### src/rtl/packed_word_fifo_if.sv
// packed_word_fifo_if
//   Bundle of the write/read handshake between the byte packer, the word FIFO
//   and the downstream consumer.
//   master : producer/consumer side (drives wr_en, wr_data, rd_en)
//   slave  : FIFO side (drives rd_data, rd_valid, full, empty, count, flags)
interface packed_word_fifo_if #(
  parameter int WIDTH  = 32,
  parameter int ADDR_W = 3
);
  logic              wr_en;
  logic [WIDTH-1:0]  wr_data;
  logic              rd_en;
  logic [WIDTH-1:0]  rd_data;
  logic              rd_valid;
  logic              full;
  logic              empty;
  logic [ADDR_W:0]   count;
  logic              overflow;
  logic              underflow;

  modport master (
    output wr_en, wr_data, rd_en,
    input  rd_data, rd_valid, full, empty, count, overflow, underflow
  );

  modport slave (
    input  wr_en, wr_data, rd_en,
    output rd_data, rd_valid, full, empty, count, overflow, underflow
  );
endinterface

### src/rtl/packed_word_fifo.sv
// packed_word_fifo
//   Synchronous FIFO buffering 32-bit words from the byte packer. Registered
//   read port (one-cycle latency), separate occupancy counter, sticky
//   overflow/underflow flags.
//   clk : clock, all state on rising edge
//   rst : synchronous active-high reset
//   bus : packed_word_fifo_if.slave
//         in : wr_en, wr_data, rd_en
//         out: rd_data, rd_valid, full, empty, count, overflow, underflow
module packed_word_fifo #(
  parameter int WIDTH  = 32,
  parameter int DEPTH  = 8,
  parameter int ADDR_W = 3
) (
  input  logic               clk,
  input  logic               rst,
  packed_word_fifo_if.slave  bus
);

  logic [DEPTH-1:0][WIDTH-1:0] mem_q;
  logic [ADDR_W-1:0]           wp_q, wp_d, rp_q, rp_d;
  logic [ADDR_W:0]             count_q, count_d;
  logic [WIDTH-1:0]            rd_data_q, rd_data_d;
  logic                        rd_valid_q, rd_valid_d;
  logic                        ovf_q, ovf_d, unf_q, unf_d;
  logic                        full, empty, rd_ok, wr_ok;

  // Flags decode from the registered count only: no input-to-output path.
  assign full  = (count_q == (ADDR_W+1)'(DEPTH));
  assign empty = (count_q == '0);

  always_comb begin
    rd_ok      = bus.rd_en & ~empty;
    // At capacity a write gets in only by riding along with a read.
    wr_ok      = bus.wr_en & (~full | rd_ok);
    wp_d       = wr_ok ? wp_q + 1'b1 : wp_q;
    rp_d       = rd_ok ? rp_q + 1'b1 : rp_q;
    count_d    = count_q + (ADDR_W+1)'(wr_ok) - (ADDR_W+1)'(rd_ok);
    rd_valid_d = rd_ok;
    rd_data_d  = rd_ok ? mem_q[rp_q] : rd_data_q;
    ovf_d      = ovf_q | (bus.wr_en & ~wr_ok);
    unf_d      = unf_q | (bus.rd_en & empty);
  end

  // Storage is deliberately not cleared; pointers/count make stale data
  // unreachable after reset.
  always_ff @(posedge clk) begin
    if (!rst && wr_ok) mem_q[wp_q] <= bus.wr_data;
  end

  always_ff @(posedge clk) begin
    if (rst) begin
      wp_q       <= '0;
      rp_q       <= '0;
      count_q    <= '0;
      rd_data_q  <= '0;
      rd_valid_q <= 1'b0;
      ovf_q      <= 1'b0;
      unf_q      <= 1'b0;
    end else begin
      wp_q       <= wp_d;
      rp_q       <= rp_d;
      count_q    <= count_d;
      rd_data_q  <= rd_data_d;
      rd_valid_q <= rd_valid_d;
      ovf_q      <= ovf_d;
      unf_q      <= unf_d;
    end
  end

  assign bus.rd_data   = rd_data_q;
  assign bus.rd_valid  = rd_valid_q;
  assign bus.full      = full;
  assign bus.empty     = empty;
  assign bus.count     = count_q;
  assign bus.overflow  = ovf_q;
  assign bus.underflow = unf_q;

endmodule

### src/flat_wrapper.sv
// flat-port wrapper written by rule: the top's interface ports become plain ports
module packed_word_fifo_flat 
#(
  parameter int WIDTH  = 32,
  parameter int DEPTH  = 8,
  parameter int ADDR_W = 3
)
  (clk, rst, bus_wr_en, bus_wr_data, bus_rd_en, bus_rd_data, bus_rd_valid, bus_full, bus_empty, bus_count, bus_overflow, bus_underflow);
  packed_word_fifo_if #(.WIDTH(WIDTH), .ADDR_W(ADDR_W)) bus_i ();
  input  logic clk;
  input  logic rst;
  input wire logic [$bits(bus_i.wr_en)-1:0] bus_wr_en;
  input wire logic [$bits(bus_i.wr_data)-1:0] bus_wr_data;
  input wire logic [$bits(bus_i.rd_en)-1:0] bus_rd_en;
  output wire logic [$bits(bus_i.rd_data)-1:0] bus_rd_data;
  output wire logic [$bits(bus_i.rd_valid)-1:0] bus_rd_valid;
  output wire logic [$bits(bus_i.full)-1:0] bus_full;
  output wire logic [$bits(bus_i.empty)-1:0] bus_empty;
  output wire logic [$bits(bus_i.count)-1:0] bus_count;
  output wire logic [$bits(bus_i.overflow)-1:0] bus_overflow;
  output wire logic [$bits(bus_i.underflow)-1:0] bus_underflow;
  assign bus_i.wr_en = bus_wr_en;
  assign bus_i.wr_data = bus_wr_data;
  assign bus_i.rd_en = bus_rd_en;
  assign bus_rd_data = bus_i.rd_data;
  assign bus_rd_valid = bus_i.rd_valid;
  assign bus_full = bus_i.full;
  assign bus_empty = bus_i.empty;
  assign bus_count = bus_i.count;
  assign bus_overflow = bus_i.overflow;
  assign bus_underflow = bus_i.underflow;
  packed_word_fifo #(.WIDTH(WIDTH), .DEPTH(DEPTH), .ADDR_W(ADDR_W)) u_core (.clk(clk), .rst(rst), .bus(bus_i));
endmodule
### config.mk
export PLATFORM = sky130hd
export DESIGN_NAME = packed_word_fifo_flat
export DESIGN_NICKNAME = d
export VERILOG_FILES = /design/src/rtl/packed_word_fifo_if.sv /design/src/rtl/packed_word_fifo.sv /design/src/flat_wrapper.sv
export SDC_FILE = /design/constraint.sdc
export NUM_CORES = 1
export LEC_CHECK = 0
export BUFFER_PORTS_ARGS = -buffer_cell sky130_fd_sc_hd__buf_2
export CORE_UTILIZATION = 40
export DETAILED_ROUTE_END_ITERATION = 10
export GPL_ROUTABILITY_DRIVEN = 0
export PLACE_DENSITY_LB_ADDON = 0.08
export SYNTH_ARGS = -nofsm -noshare
export SYNTH_HDL_FRONTEND = slang
export SYNTH_SLANG_ARGS = --single-unit
### constraint.sdc
create_clock -name clk -period 4.81 [get_ports clk]
set_input_delay 0.962 -clock clk [delete_from_list [all_inputs] [get_ports clk]]
set_output_delay 0.962 -clock clk [all_outputs]
set_load 0.005 [all_outputs]
== Word level (Yosys, flattened, before mapping) ==
Index checks and enable logic that the tools add are counted.
Cells by class
  bitwise gates (word level): 10
  add/sub/neg operators: 4
  equality and inequality tests: 1
  mux-type cells: 5
  reductions and logical operators: 4
  order comparisons: 3
Operator list (count)
  256-bit bitwise mux: 1
  32-bit binary-select mux with 3-bit select: 1
  32-bit demux with 3-bit select: 1
  32-bit 2-to-1 mux: 2
  3-bit by 4-bit less-than comparator with 1-bit output, second input constant: 2
  3-bit by 1-bit adder with 3-bit output, second input constant: 2
  4-bit by 1-bit adder with 4-bit output: 1
  1-bit bitwise AND: 4
  4-bit equality test, second input constant: 1
  4-bit logical NOT: 1
  4-bit by 1-bit subtractor with 4-bit output: 1
  3-bit by 1-bit greater-or-equal comparator with 1-bit output, second input constant: 1
  1-bit inverter: 3
  1-bit OR: 3
  1-bit logical AND: 2
  1-bit logical NOT: 1
Storage, ports and cells
  input port bits: 36
  register bits: 301
  output and inout bits: 41

== Longest topological paths before layout ==
Gate-level depths: netlist of run 1.
  depth after elaboration: 8
  depth in mapped cells: 13
  depth with buffers taken out: 12

== Worst setup path after synthesis of run 1 ==
Ideal clock, no wire load.
  path kind: input to register
  from: in bus_rd_en
  to: reg u_core.mem_q[0] in the netlist's numbering, enable pin
  arrival time: 4.634 ns
  cell stages on the path: 3
  slack: -0.337 ns
  path buffers: 0
  required time: 4.297 ns
  path through: nor2b_1 -> o21ai_4 -> nor4b_1
Between the ends
  longest elaborated chain between the ends: 4
RTL lines
  start, declared: line flat_wrapper.sv:14  | input wire logic [$bits(bus_i.rd_en)-1:0] bus_rd_en;
  1-bit bitwise AND: line packed_word_fifo.sv:33  | rd_ok = bus.rd_en & ~empty;
  1-bit OR: line packed_word_fifo.sv:35  | wr_ok = bus.wr_en & (~full | rd_ok);
  1-bit bitwise AND: line packed_word_fifo.sv:35
  1-bit logical AND: line packed_word_fifo.sv:48  | if (!rst && wr_ok) mem_q[wp_q] <= bus.wr_data;
  end signal, assigned by index: line packed_word_fifo.sv:48
  end, declared: line packed_word_fifo.sv:20  | logic [DEPTH-1:0][WIDTH-1:0] mem_q;
Every way passes these cells.
A chain may end at the register's enable or synchronous reset.

== Final worst setup path of run 1 ==
  from: reg u_core.count_q[2] (netlist: u_core.bus.count[2])
  to: reg u_core.count_q[2] (netlist: u_core.bus.count[2])
Between the ends
  longest elaborated chain between the ends: 7
  elaborated cells between the ends (all ways): 9
RTL lines
  start, declared: line packed_word_fifo.sv:22  | logic [ADDR_W:0] count_q, count_d;
  start signal, assigned: line packed_word_fifo.sv:63  | count_q <= count_d;
  4-bit logical NOT: line packed_word_fifo.sv:30  | assign empty = (count_q == '0);
  1-bit inverter: line packed_word_fifo.sv:33
  1-bit bitwise AND: line packed_word_fifo.sv:33
  1-bit OR: line packed_word_fifo.sv:35
  1-bit bitwise AND: line packed_word_fifo.sv:35
  4-bit by 1-bit adder with 4-bit output: line packed_word_fifo.sv:38  | count_d = count_q + (ADDR_W+1)'(wr_ok) - (ADDR_W+1)'(rd_ok);
  4-bit by 1-bit subtractor with 4-bit output *: line packed_word_fifo.sv:38
Every way passes the cells marked *; elsewhere a longest branch is shown, timed or not.

==> impl_results.rst, run 1 <==
.. list-table::
   :header-rows: 1

   * - Metric
     - Value
   * - Htree depth
     - 2
   * - Syn Inst Count
     - 700
   * - Achievable Freq
     - 0.3217 GHz
   * - Sinks on the clock net
     - 301
   * - Pins over their slew limit
     - 0
   * - Clock Path Buffers
     - 3
   * - Setup violation total in the final timing report
     - 0
   * - Vertical die dimension
     - 173.3 um
   * - Top_reg_cell synth
     - sky130_fd_sc_hd__edfxtp_1
   * - Post-synthesis cell area
     - 11740 um2
   * - Share of layout cells above drive strength 1
     - 0.2358
   * - Detail Route Antenna Nets
     - 0
   * - Clock root buffer
     - sky130_fd_sc_hd__clkbuf_16
   * - Buf+Inv Stages, Crit Path
     - 4
   * - Wire length of the first global-routing pass
     - 38210 um
   * - Worst reg2reg path endpoint
     - u_core.bus.count[2]
   * - DRC Markers
     - 0
   * - Maximum capacitance violations
     - 0
   * - Wirelength, routed
     - 24460 um
   * - Number of antenna violations at the first check in global routing
     - 0
   * - Fill count
     - 2519
   * - Top cell family by delay on the critical path
     - adder cells
   * - Data required time of the critical path
     - 5.18 ns
   * - Hold Crit Depth
     - 2
   * - Worst slew margin relative to its limit
     - 0.1667
   * - Type of element launching the critical path
     - flip-flop
   * - Buffers inserted by post-CTS timing repair
     - 0
   * - Detailed Place HPWL
     - 13350 um
   * - Placeable Area
     - 28780 um2
   * - Biggest cell delay along the critical path
     - 0.44 ns
   * - Largest cells by area after synthesis
     - sky130_fd_sc_hd__edfxtp_1, sky130_fd_sc_hd__mux2i_1, sky130_fd_sc_hd__dfxtp_1
   * - Floorplan die area
     - 30040 um2
   * - Synth warnings
     - 0
   * - Path type of the worst setup path
     - reg -> reg
   * - Async set-reset flop share out of synthesis
     - 0
   * - Top cells by count, synth
     - sky130_fd_sc_hd__edfxtp_1, sky130_fd_sc_hd__mux2i_1, sky130_fd_sc_hd__a22oi_1
   * - Mean area per synthesized cell
     - 16.77 um2
   * - Number of clock buffers inserted by TritonCTS
     - 34
   * - Min Tclk post-route
     - 3.108 ns
   * - CP endpoint kind
     - flip-flop
   * - Largest fanout on the critical path
     - 36
   * - Static leakage
     - 4.594 nW
   * - Clock-pin slew on the worst setup and hold paths
     - 0.06 ns
   * - Placed instance area
     - 12500 um2
   * - Via/cell ratio
     - 5.117
   * - Unrepaired setup endpoints after global routing
     - false
   * - Count of cell types in the netlist
     - 37
   * - Aggregate negative setup slack
     - 0 ns
   * - Cell count of the worst reg-to-reg path
     - 12
   * - Class of the tightest hold or removal check
     - reg -> reg
   * - Part of the Yosys area used for sequential elements
     - 0.7315
   * - Final hold violation count
     - 0
   * - I/O pins
     - 77
   * - IR Drop Worst-Case VDD
     - 0.3275 mV
   * - Slowest stage cell, crit path
     - sky130_fd_sc_hd__nand2_4
   * - GR Util All Layers
     - 0.1661
   * - Outcome
     - finished clean
   * - Most used cell, CP
     - sky130_fd_sc_hd__ha_1
   * - Total congestion overflow
     - 0
   * - Ratio of final minimum period to clock period
     - 0.6462
   * - Starting utilization of the core area
     - 0.4080
   * - Worst hold slack
     - 0.4692 ns
   * - Slew of the pin with the lowest slew margin
     - 1.247 ns
   * - Largest net degree at the start of global routing
     - 66
   * - Cell Pwr Density
     - 521.2 nW/um2
   * - Post-route cell area
     - 13580 um2
   * - Number of antenna diodes
     - 0
   * - Largest area contributor in the netlist
     - sky130_fd_sc_hd__edfxtp_1
   * - First-pass detailed-route iteration total
     - 4
   * - Final routed wire length divided by cell count
     - 20.48 um
   * - Synth top area share
     - 0.6547
   * - Post-CTS sizing
     - 0
   * - Layout overhead on the synthesized area
     - 15.70%
   * - Fin nets
     - 829
   * - Clock tree from TritonCTS
     - done
   * - Synthesized net count
     - 745
   * - Endpoint arrival time on the critical path
     - 3.48 ns
   * - Clock latency of the later-clocked register in the worst-skew pair
     - 0.50 ns
   * - Vias in the first global route
     - 6582
   * - Most common cell in the netlist
     - sky130_fd_sc_hd__edfxtp_1
   * - Chip Width
     - 173.3 um
   * - Fin Clk Skew
     - 0.01361 ns
   * - Num rows
     - 62
   * - Source of the worst register-to-register timing path
     - u_core.bus.count[2]
   * - Setup slack of the most critical reg-to-reg path
     - 1.70 ns
   * - Min-Delay Startpoint
     - u_core.bus.overflow
   * - Port buffer count
     - 76
   * - First-iteration detailed-routing DRC count
     - 307
   * - Via count
     - 6110
   * - Endpoint of the worst hold-timing path
     - u_core.bus.overflow
   * - FF+latch count, synth
     - 301
   * - Number of enable-type register cells in the synthesized netlist
     - 256
   * - Hold buffers post-CTS
     - 0
   * - Worst path cell trace
     - inv_1 > ha_1 > or3b_4 > nand2_4 > inv_2 > buf_4 > ha_1 > inv_1 > ha_1 > fa_1 > xnor2_1 > nor2_1
## layout by cell type (no fill, tap or decap), drive strengths merged, types with 10 or more instances in the layout
master	Yosys	routed
a21oi	37	37
a22oi	64	64
buf	30	90
clkbuf	12	49
clkinv	0	12
dfxtp	45	45
edfxtp	256	256
inv	10	10
mux2i	128	128
nor2	44	44
nor3	35	35
## worst max path at each step
stage,start,end,slack [ns],cells after the start
after floorplan,bus_rd_en,u_core.mem_q[192],0.62,5
after global placement,bus_rd_en,u_core.bus.count[1],1.60,9
after detailed placement,bus_rd_en,u_core.bus.count[1],1.49,9
after CTS,u_core.bus.count[2],u_core.bus.count[2],1.65,12
after global routing,u_core.bus.count[2],u_core.bus.count[2],1.54,12
final,u_core.bus.count[2],u_core.bus.count[2],1.70,12
## cells by family after synthesis
kind of cell               synth area share
buffers and inverters               0.03090
DFF                                  0.7315
and+or+nand+nor                     0.05424
xor gates and xnor gates           0.003730
AOI/OAI and AO/OA                   0.06032
adders and majority gates           0.01023
muxes                                0.1091
## final cells by class
cell class | count | area (um2) | share of cell area
sequential | 301 | 8592 | 0.6325
clock inverter | 13 | 85.08 | 0.006263
timing repair buffer | 90 | 498.0 | 0.03666
tap | 384 | 480.5 | 0.03537
inverter | 10 | 40.04 | 0.002947
clock buffer | 49 | 1001 | 0.07369
multi-input combinational | 347 | 2888 | 0.2126
## state kept, by name (all words and copies together), names as in the netlist
signal,cells
u_core.bus.underflow,1
u_core.mem_q,256
u_core.bus.count,4
u_core.bus.overflow,1
u_core.rp_q,3
u_core.wp_q,3
u_core.bus.rd_valid,1
u_core.bus.rd_data,32
## power by group
part | switching (mW) | leakage, nW | internal [mW] | total [mW]
combinational | 0.750 | 1.37 | 0.626 | 1.38
sequential | 0.208 | 2.68 | 3.02 | 3.23
clock | 0.975 | 0.540 | 1.50 | 2.47
total | 1.93 | 4.59 | 5.15 | 7.08
## worst reg2reg max path, stage by stage, from the launching register on
cell and delay [ns]:
sky130_fd_sc_hd__dfxtp_1 0.30, sky130_fd_sc_hd__inv_1 0.09, sky130_fd_sc_hd__ha_1 0.19, sky130_fd_sc_hd__or3b_4 0.42, sky130_fd_sc_hd__nand2_4 0.44, sky130_fd_sc_hd__inv_2 0.06, sky130_fd_sc_hd__buf_4 0.29, sky130_fd_sc_hd__ha_1 0.35
sky130_fd_sc_hd__inv_1 0.04, sky130_fd_sc_hd__ha_1 0.20, sky130_fd_sc_hd__fa_1 0.38, sky130_fd_sc_hd__xnor2_1 0.17, sky130_fd_sc_hd__nor2_1 0.05
## stage by stage
stage	setup WS, ns	power (mW)	utilization	instances
6_report	1.702	7.080	0.4720	1194
5_1_grt	1.540	7.415	0.4720	1194
4_1_cts	1.652	7.188	0.4720	1194
3_5_place_dp	1.493	4.693	0.4343	1132
3_3_place_gp	1.596	4.646	0.4343	1132
2_1_floorplan	0.6213	4.336	-	700
## layer usage
| layer | track usage | part of all wire | vias up |
|---|---|---|---|
| met5 | 0 | 0 | - |
| li1 | - | - | 2873 |
| met4 | 0.05125 | 0.020 | 0 |
| met1 | 0.2064 | 0.43 | 3079 |
| met3 | 0.02610 | 0.037 | 42 |
| met2 | 0.2962 | 0.51 | 116 |
Power figures use the tool's default switching activity.
==> inputs of run 2 (changes only) <==
Clock period 4.81 ns to 3.03 ns, I/O delays scaled along.
==> run 2 against run 1 <==
Combinational power grew 75%. Clock skew shrank 0.0016 ns. Clock power grew 67%. Routed wire length grew 0.28%. Clock-buffer cell count grew 1. Via count grew 0.54%.
==> impl_results.rst, run 2 (same netlist as run 1, synthesis figures left out) <==
.. list-table::
   :header-rows: 1

   * - Metric
     - Value
   * - Path type of the worst setup path
     - reg -> reg
   * - Final routed wire length divided by cell count
     - 20.25 um (-1.1%)
   * - Sequential cell area
     - 8592 um2 (unchanged)
   * - Floorplan die area
     - 30040 um2 (unchanged)
   * - Type of element launching the critical path
     - flip-flop
   * - Maximum capacitance violations
     - 0 (unchanged)
   * - Slowest stage cell, crit path
     - sky130_fd_sc_hd__o21ai_4
   * - Clock latency of the later-clocked register in the worst-skew pair
     - 0.50 ns (about the same)
   * - Total congestion overflow
     - 0 (unchanged)
   * - Sinks on the clock net
     - 301 (unchanged)
   * - Cell count of the worst reg-to-reg path
     - 9 (-3)
   * - Area of combinational cells with multiple inputs
     - 2892 um2 (+0.13%)
   * - Post-CTS sizing
     - 0 (unchanged)
   * - Worst hold slack
     - 0.3786 ns (-0.09051 ns)
   * - Biggest cell delay along the critical path
     - 0.40 ns (-0.04 ns)
   * - Vias in the first global route
     - 6326 (-3.9%)
   * - Placeable Area
     - 28780 um2 (unchanged)
   * - Num rows
     - 62 (unchanged)
   * - Number of antenna violations at the first check in global routing
     - 1 (+1)
   * - Detailed Place HPWL
     - 15000 um (+12%)
   * - Hold Crit Depth
     - 1 (-1)
   * - Wirelength, routed
     - 24520 um (+0.28%)
   * - Layout overhead on the synthesized area
     - 17.34%
   * - Worst slew margin relative to its limit
     - 0.5028 (+0.3361)
   * - Number of clock buffers inserted by TritonCTS
     - 35 (+2.9%)
   * - Final hold violation count
     - 0 (unchanged)
   * - Via count
     - 6143 (+0.54%)
   * - Share of layout cells above drive strength 1
     - 0.2506 (+0.01480)
   * - Largest net degree at the start of global routing
     - 83 (+26%)
   * - Most common cell after layout, fill and taps aside
     - sky130_fd_sc_hd__edfxtp_1
   * - Outcome
     - finished clean
   * - Most used cell, CP
     - sky130_fd_sc_hd__ha_1
   * - Pins over their slew limit
     - 0 (unchanged)
   * - Fraction of power consumed by the clock network
     - 0.359 (+0.009)
   * - First-pass detailed-route iteration total
     - 9 (+5)
   * - Endpoint arrival time on the critical path
     - 2.79 ns (-0.69 ns)
   * - Wire length of the first global-routing pass
     - 37720 um (-1.3%)
   * - Htree depth
     - 2 (unchanged)
   * - GR Util All Layers
     - 0.1653 (-0.0008210)
   * - IR Drop Worst-Case VDD
     - 0.7188 mV (+120%)
   * - Clock Path Buffers
     - 3 (unchanged)
   * - Achievable Freq
     - 0.4094 GHz (+27%)
   * - Data required time of the critical path
     - 3.38 ns (-1.80 ns)
   * - Min Tclk post-route
     - 2.443 ns (-0.6654 ns)
   * - Detail Route Antenna Nets
     - 0 (unchanged)
   * - Min-Delay Startpoint
     - bus_wr_data[23]
   * - Fin Clk Skew
     - 0.01199 ns (-0.001618 ns)
   * - Slew of the pin with the lowest slew margin
     - 0.7459 ns (-0.5011 ns)
   * - Cell Pwr Density
     - 834.2 nW/um2 (+60%)
   * - Clock root buffer
     - sky130_fd_sc_hd__clkbuf_16
   * - Fin nets
     - 845 (+1.9%)
   * - Port buffer count
     - 76 (unchanged)
   * - Proportion of power drawn by flip-flops and latches
     - 0.430 (-0.026)
   * - Fill count
     - 2426 (-3.7%)
   * - Setup slack of the most critical reg-to-reg path
     - 0.59 ns (-1.11 ns)
   * - First-iteration detailed-routing DRC count
     - 372 (+21%)
   * - Internal power
     - 8.371 mW (+63%)
   * - Via/cell ratio
     - 5.073 (-0.87%)
   * - Class of the tightest hold or removal check
     - in -> reg
   * - Clock-pin slew on the worst setup and hold paths
     - 0.06 ns (about the same)
   * - Ratio of final minimum period to clock period
     - 0.8062 (+0.1600)
   * - Aggregate negative setup slack
     - 0 ns (unchanged)
   * - Portion of total power attributed to combinational logic
     - 0.211 (+0.017)
   * - Switching share of power
     - 0.2716 (-0.001400)
   * - Source of the worst register-to-register timing path
     - u_core.bus.count[2]
   * - Static leakage
     - 4.694 nW (+2.2%)
   * - Most flops, register
     - u_core.mem_q
   * - Clock tree from TritonCTS
     - done
   * - Sw power
     - 3.122 mW (+61%)
   * - Unrepaired setup endpoints after global routing
     - false
   * - Largest fanout on the critical path
     - 6 (-83%)
   * - Vertical die dimension
     - 173.3 um (unchanged)
   * - Worst path cell trace
     - inv_1 > ha_1 > or3b_4 > o21ai_4 > inv_4 > ha_1 > fa_1 > xnor2_1 > nor2_1
   * - CP endpoint kind
     - flip-flop
   * - Hold buffers post-CTS
     - 0 (unchanged)
   * - Top cell family by delay on the critical path
     - adder cells
   * - I/O pins
     - 77 (unchanged)
   * - Setup violation total in the final timing report
     - 0 (unchanged)
   * - Endpoint of the worst hold-timing path
     - u_core.mem_q[183]
   * - Buffers inserted by post-CTS timing repair
     - 0 (unchanged)
   * - DRC Markers
     - 0 (unchanged)
   * - Buf+Inv Stages, Crit Path
     - 2 (-2)
   * - Chip Width
     - 173.3 um (unchanged)
   * - Most used cells in the layout excluding fill and tap cells
     - sky130_fd_sc_hd__edfxtp_1, sky130_fd_sc_hd__mux2i_1, sky130_fd_sc_hd__buf_2
   * - Worst reg2reg path endpoint
     - u_core.bus.count[2]
   * - Max FFs per register
     - 256 (unchanged)
   * - Starting utilization of the core area
     - 0.4080 (unchanged)
run 2: cell types whose count changed in the layout (fill, tap and decap cells not counted), sizes merged:
cell      change
buf          +15
bufinv        +2
clkbuf        +1
clkinv        -3
clkinvlp      +1
diode         +1
run 2: final cells by class:
class,instances,area share
multi-input cells,347,0.2099
inverters,10,0.002906
repair buffers,105,0.04523
flip-flops and latches,301,0.6236
diodes,1,0.0001816
well taps,384,0.03487
clock buffers,50,0.07293
clock inverters,13,0.01035
run 2: power groups by stage:
stage	clock network [mW]	registers, mW	logic, mW
6_report	4.13	4.94	2.42
5_1_grt	4.39	4.98	2.65
4_1_cts	4.23	4.95	2.47
3_5_place_dp	0	5.03	2.46
3_3_place_gp	0	5.02	2.45
2_1_floorplan	0	5.01	1.87
run 2: worst max path at each step:
stage / startpoint / endpoint / slack, ns / depth (start not counted)
floorplan: bus_rd_en / u_core.mem_q[64] / -0.31 / 5
global placement: bus_rd_en / u_core.mem_q[119] / 0.56 / 7
detailed placement: bus_rd_en / u_core.mem_q[119] / 0.48 / 7
CTS: u_core.bus.count[2] / u_core.bus.count[2] / 0.56 / 9
global route: u_core.bus.count[2] / u_core.bus.count[2] / 0.49 / 9
finish: u_core.bus.count[2] / u_core.bus.count[2] / 0.59 / 9
run 2: per-stage QoR:
stage / setup slack (ns) / instance area, um2 / util / std cells / power (mW)
4_1_cts: 0.5571 / 13770 / 0.4786 / 1210 / 11.65
6_report: 0.5873 / 13780 / 0.4787 / 1211 / 11.49
3_5_place_dp: 0.4813 / 12630 / 0.4387 / 1147 / 7.492
3_3_place_gp: 0.5573 / 12630 / 0.4387 / 1147 / 7.463
2_1_floorplan: -0.3148 / 11780 / - / 700 / 6.885
5_1_grt: 0.4910 / 13770 / 0.4786 / 1210 / 12.02
run 2: per-layer routing:
layer | up-vias | routed length [um] | GRT usage | part of all wire
met5 | - | 0 | 0 | 0
met4 | 0 | 500 | 0.04499 | 0.020
met3 | 42 | 1159 | 0.03684 | 0.047
met2 | 147 | 11760 | 0.2689 | 0.48
met1 | 3045 | 11110 | 0.2231 | 0.45
li1 | 2909 | - | - | -
==> inputs of run 3 (changes only) <==
Clock period 3.03 ns to 2.2 ns, I/O delays scaled along.
==> run 3 against run 2 <==
The flow now finishes with violations (negative setup slack). Worst hold slack got worse by 0.16 ns. Cell area increased by 2.4%. Routed wire length decreased by 0.62%. Clock-buffer cell count shrank 3. Clock power grew 34%. Critical path depth rose by 1. Sequential cell count did not move. First-iteration DRC count decreased by 5.6%. Largest cell class unchanged. Final cell count grew 1.3%. Combinational power grew 51%.
==> impl_results.rst, run 3 (same netlist as run 1, synthesis figures left out) <==
.. list-table::
   :header-rows: 1

   * - Metric
     - Value
   * - Vias in the first global route
     - 6455 (+2.0%)
   * - Worst hold slack
     - 0.2191 ns (-0.1595 ns)
   * - Largest net degree at the start of global routing
     - 44 (-47%)
   * - Clock latency of the later-clocked register in the worst-skew pair
     - 0.49 ns (about the same)
   * - Via count
     - 6208 (+1.1%)
   * - Type of element launching the critical path
     - flip-flop
   * - Number of clock buffers inserted by TritonCTS
     - 34 (-2.9%)
   * - Launch point of the critical path
     - u_core.bus.count[2]
   * - Violations in the final reports
     - negative setup slack
   * - Starting utilization of the core area
     - 0.4080 (unchanged)
   * - Total congestion overflow
     - 0 (unchanged)
   * - Setup violation total in the final timing report
     - 1 (+1)
   * - Fin Clk Skew
     - 0.01503 ns (+0.003044 ns)
   * - Clock root buffer
     - sky130_fd_sc_hd__clkbuf_16
   * - I/O pins
     - 77 (unchanged)
   * - Data required time of the critical path
     - 2.63 ns (-0.75 ns)
   * - Number of antenna violations at the first check in global routing
     - 0 (-1)
   * - Floorplan die area
     - 30040 um2 (unchanged)
   * - Placeable Area
     - 28780 um2 (unchanged)
   * - Final routed wire length divided by cell count
     - 19.86 um (-1.9%)
   * - Num rows
     - 62 (unchanged)
   * - Post-route worst setup slack
     - -0.01035 ns (-0.5977 ns)
   * - Clock Path Buffers
     - 3 (unchanged)
   * - Setup slack after placement
     - -0.1601 ns (-0.6414 ns)
   * - Wire length of the first global-routing pass
     - 38100 um (+1.0%)
   * - Detail Route Antenna Nets
     - 0 (unchanged)
   * - Fin nets
     - 862 (+2.0%)
   * - Most flops, register
     - u_core.mem_q
   * - Port buffer count
     - 76 (unchanged)
   * - First-pass detailed-route iteration total
     - 4 (-5)
   * - Static leakage
     - 4.795 nW (+2.1%)
   * - CP endpoint kind
     - flip-flop
   * - Via/cell ratio
     - 5.059 (-0.26%)
   * - Final hold violation count
     - 0 (unchanged)
   * - GR Util All Layers
     - 0.1655 (+0.0002007)
   * - Wirelength, routed
     - 24370 um (-0.62%)
   * - Worst slew margin relative to its limit
     - 0.5139 (+0.01114)
   * - Met3 Use GR
     - 0.02982 (-0.007018)
   * - Source of the worst register-to-register timing path
     - u_core.bus.count[2]
   * - Cell Pwr Density
     - 1135 nW/um2 (+36%)
   * - Largest fanout on the critical path
     - 3 (-3)
   * - First-iteration detailed-routing DRC count
     - 351 (-5.6%)
   * - Sinks on the clock net
     - 301 (unchanged)
   * - Achievable Freq
     - 0.4524 GHz (+11%)
   * - Hold buffers post-CTS
     - 0 (unchanged)
   * - Detailed Place HPWL
     - 13900 um (-7.4%)
   * - Final Util
     - 0.4900 (+0.01130)
   * - Maximum capacitance violations
     - 0 (unchanged)
   * - Share of layout cells above drive strength 1
     - 0.2823 (+0.03172)
   * - Class of the tightest hold or removal check
     - in -> reg
   * - Unrepaired setup endpoints after global routing
     - true
   * - Vertical die dimension
     - 173.3 um (unchanged)
   * - Most used cells in the layout excluding fill and tap cells
     - sky130_fd_sc_hd__edfxtp_1, sky130_fd_sc_hd__mux2i_1, sky130_fd_sc_hd__buf_2
   * - Cell count after placement
     - 1157 (+0.87%)
   * - Post-route cell area
     - 14100 um2 (+2.4%)
   * - Met2 global-route usage
     - 0.2662 (-0.002677)
   * - Htree depth
     - 2 (unchanged)
   * - Outcome
     - finished, violations left
   * - Max FFs per register
     - 256 (unchanged)
   * - Placed instance area
     - 12820 um2 (+1.5%)
   * - Number of non-filler instances in the completed layout
     - 1227 (+1.3%)
   * - Power, Total
     - 16.00 mW (+39%)
   * - Clock-pin slew on the worst setup and hold paths
     - 0.06 ns (about the same)
   * - Ratio of final minimum period to clock period
     - 1.005 (+0.1985)
   * - Fill count
     - 2482 (+2.3%)
   * - Pins over their slew limit
     - 0 (unchanged)
   * - Min-Delay Startpoint
     - bus_wr_data[18]
   * - DRC Markers
     - 0 (unchanged)
   * - Endpoint arrival time on the critical path
     - 2.64 ns (-0.15 ns)
   * - Aggregate negative setup slack
     - -0.01035 ns (-0.01035 ns)
   * - Chip Width
     - 173.3 um (unchanged)
   * - Global Route met1 Usage
     - 0.2320 (+0.008859)
   * - Clock tree from TritonCTS
     - done
   * - Slew of the pin with the lowest slew margin
     - 0.7292 ns (-0.01672 ns)
   * - Layout overhead on the synthesized area
     - 20.11%
   * - Most common cell after layout, fill and taps aside
     - sky130_fd_sc_hd__edfxtp_1
   * - Path type of the worst setup path
     - reg -> reg
   * - IR Drop Worst-Case VDD
     - 0.6357 mV (-12%)
   * - Min Tclk post-route
     - 2.210 ns (-0.2323 ns)
   * - Most used routing layer in global routing
     - met2
   * - Number of antenna diodes
     - 0 (-1)
==> run 3: report_power, final <==
group | total [mW] | internal [mW] | leakage [nW] | switching [mW]
registers | 6.82 | 6.61 | 2.68 | 0.214
logic | 3.65 | 1.64 | 1.56 | 2.01
clock network | 5.52 | 3.41 | 0.546 | 2.11
==> run 3: what timing repair did <==
action                     CTS  global route
pin swaps                    5             4
cloned                       2             1
gates resized for setup     12             7
buffers inserted             1             4
setup endpoints to repair   68            36
==> run 3: worst max-delay path, cell delays in order, from the launching register on <==
cell and delay, ns:
sky130_fd_sc_hd__dfxtp_2 0.32, sky130_fd_sc_hd__inv_2 0.09, sky130_fd_sc_hd__ha_4 0.14, sky130_fd_sc_hd__or3b_4 0.39, sky130_fd_sc_hd__nand2_4 0.09, sky130_fd_sc_hd__inv_6 0.03
sky130_fd_sc_hd__ha_4 0.25, sky130_fd_sc_hd__inv_2 0.04, sky130_fd_sc_hd__ha_4 0.15, sky130_fd_sc_hd__fa_2 0.51, sky130_fd_sc_hd__nor2b_1 0.12
==> run 3: layout make-up <==
type / instances / area [um2] / area share
sequential: 301 / 8594 / 0.6094
multi-input combinational: 349 / 2992 / 0.2121
clock buffer: 47 / 1003 / 0.07116
timing repair buffer: 121 / 868.3 / 0.06157
tap: 384 / 480.5 / 0.03407
clock inverter: 15 / 116.4 / 0.008251
inverter: 10 / 47.55 / 0.003371
==> run 3: worst paths after layout <==
path              cells past startpoint  slack, ns                   end
setup / recovery                     10      -0.01   u_core.bus.count[1]
hold / removal                        1       0.22     u_core.mem_q[146]
setup reg to reg                     10      -0.01   u_core.bus.count[1]
hold reg to reg                       2       0.47  u_core.bus.underflow
==> run 3: metal layers <==
metal / vias to the layer above / routed length (um)
met5: - / 0
met1: 3112 / 11500
met4: 0 / 321
met3: 22 / 1067
li1: 2954 / -
met2: 120 / 11490
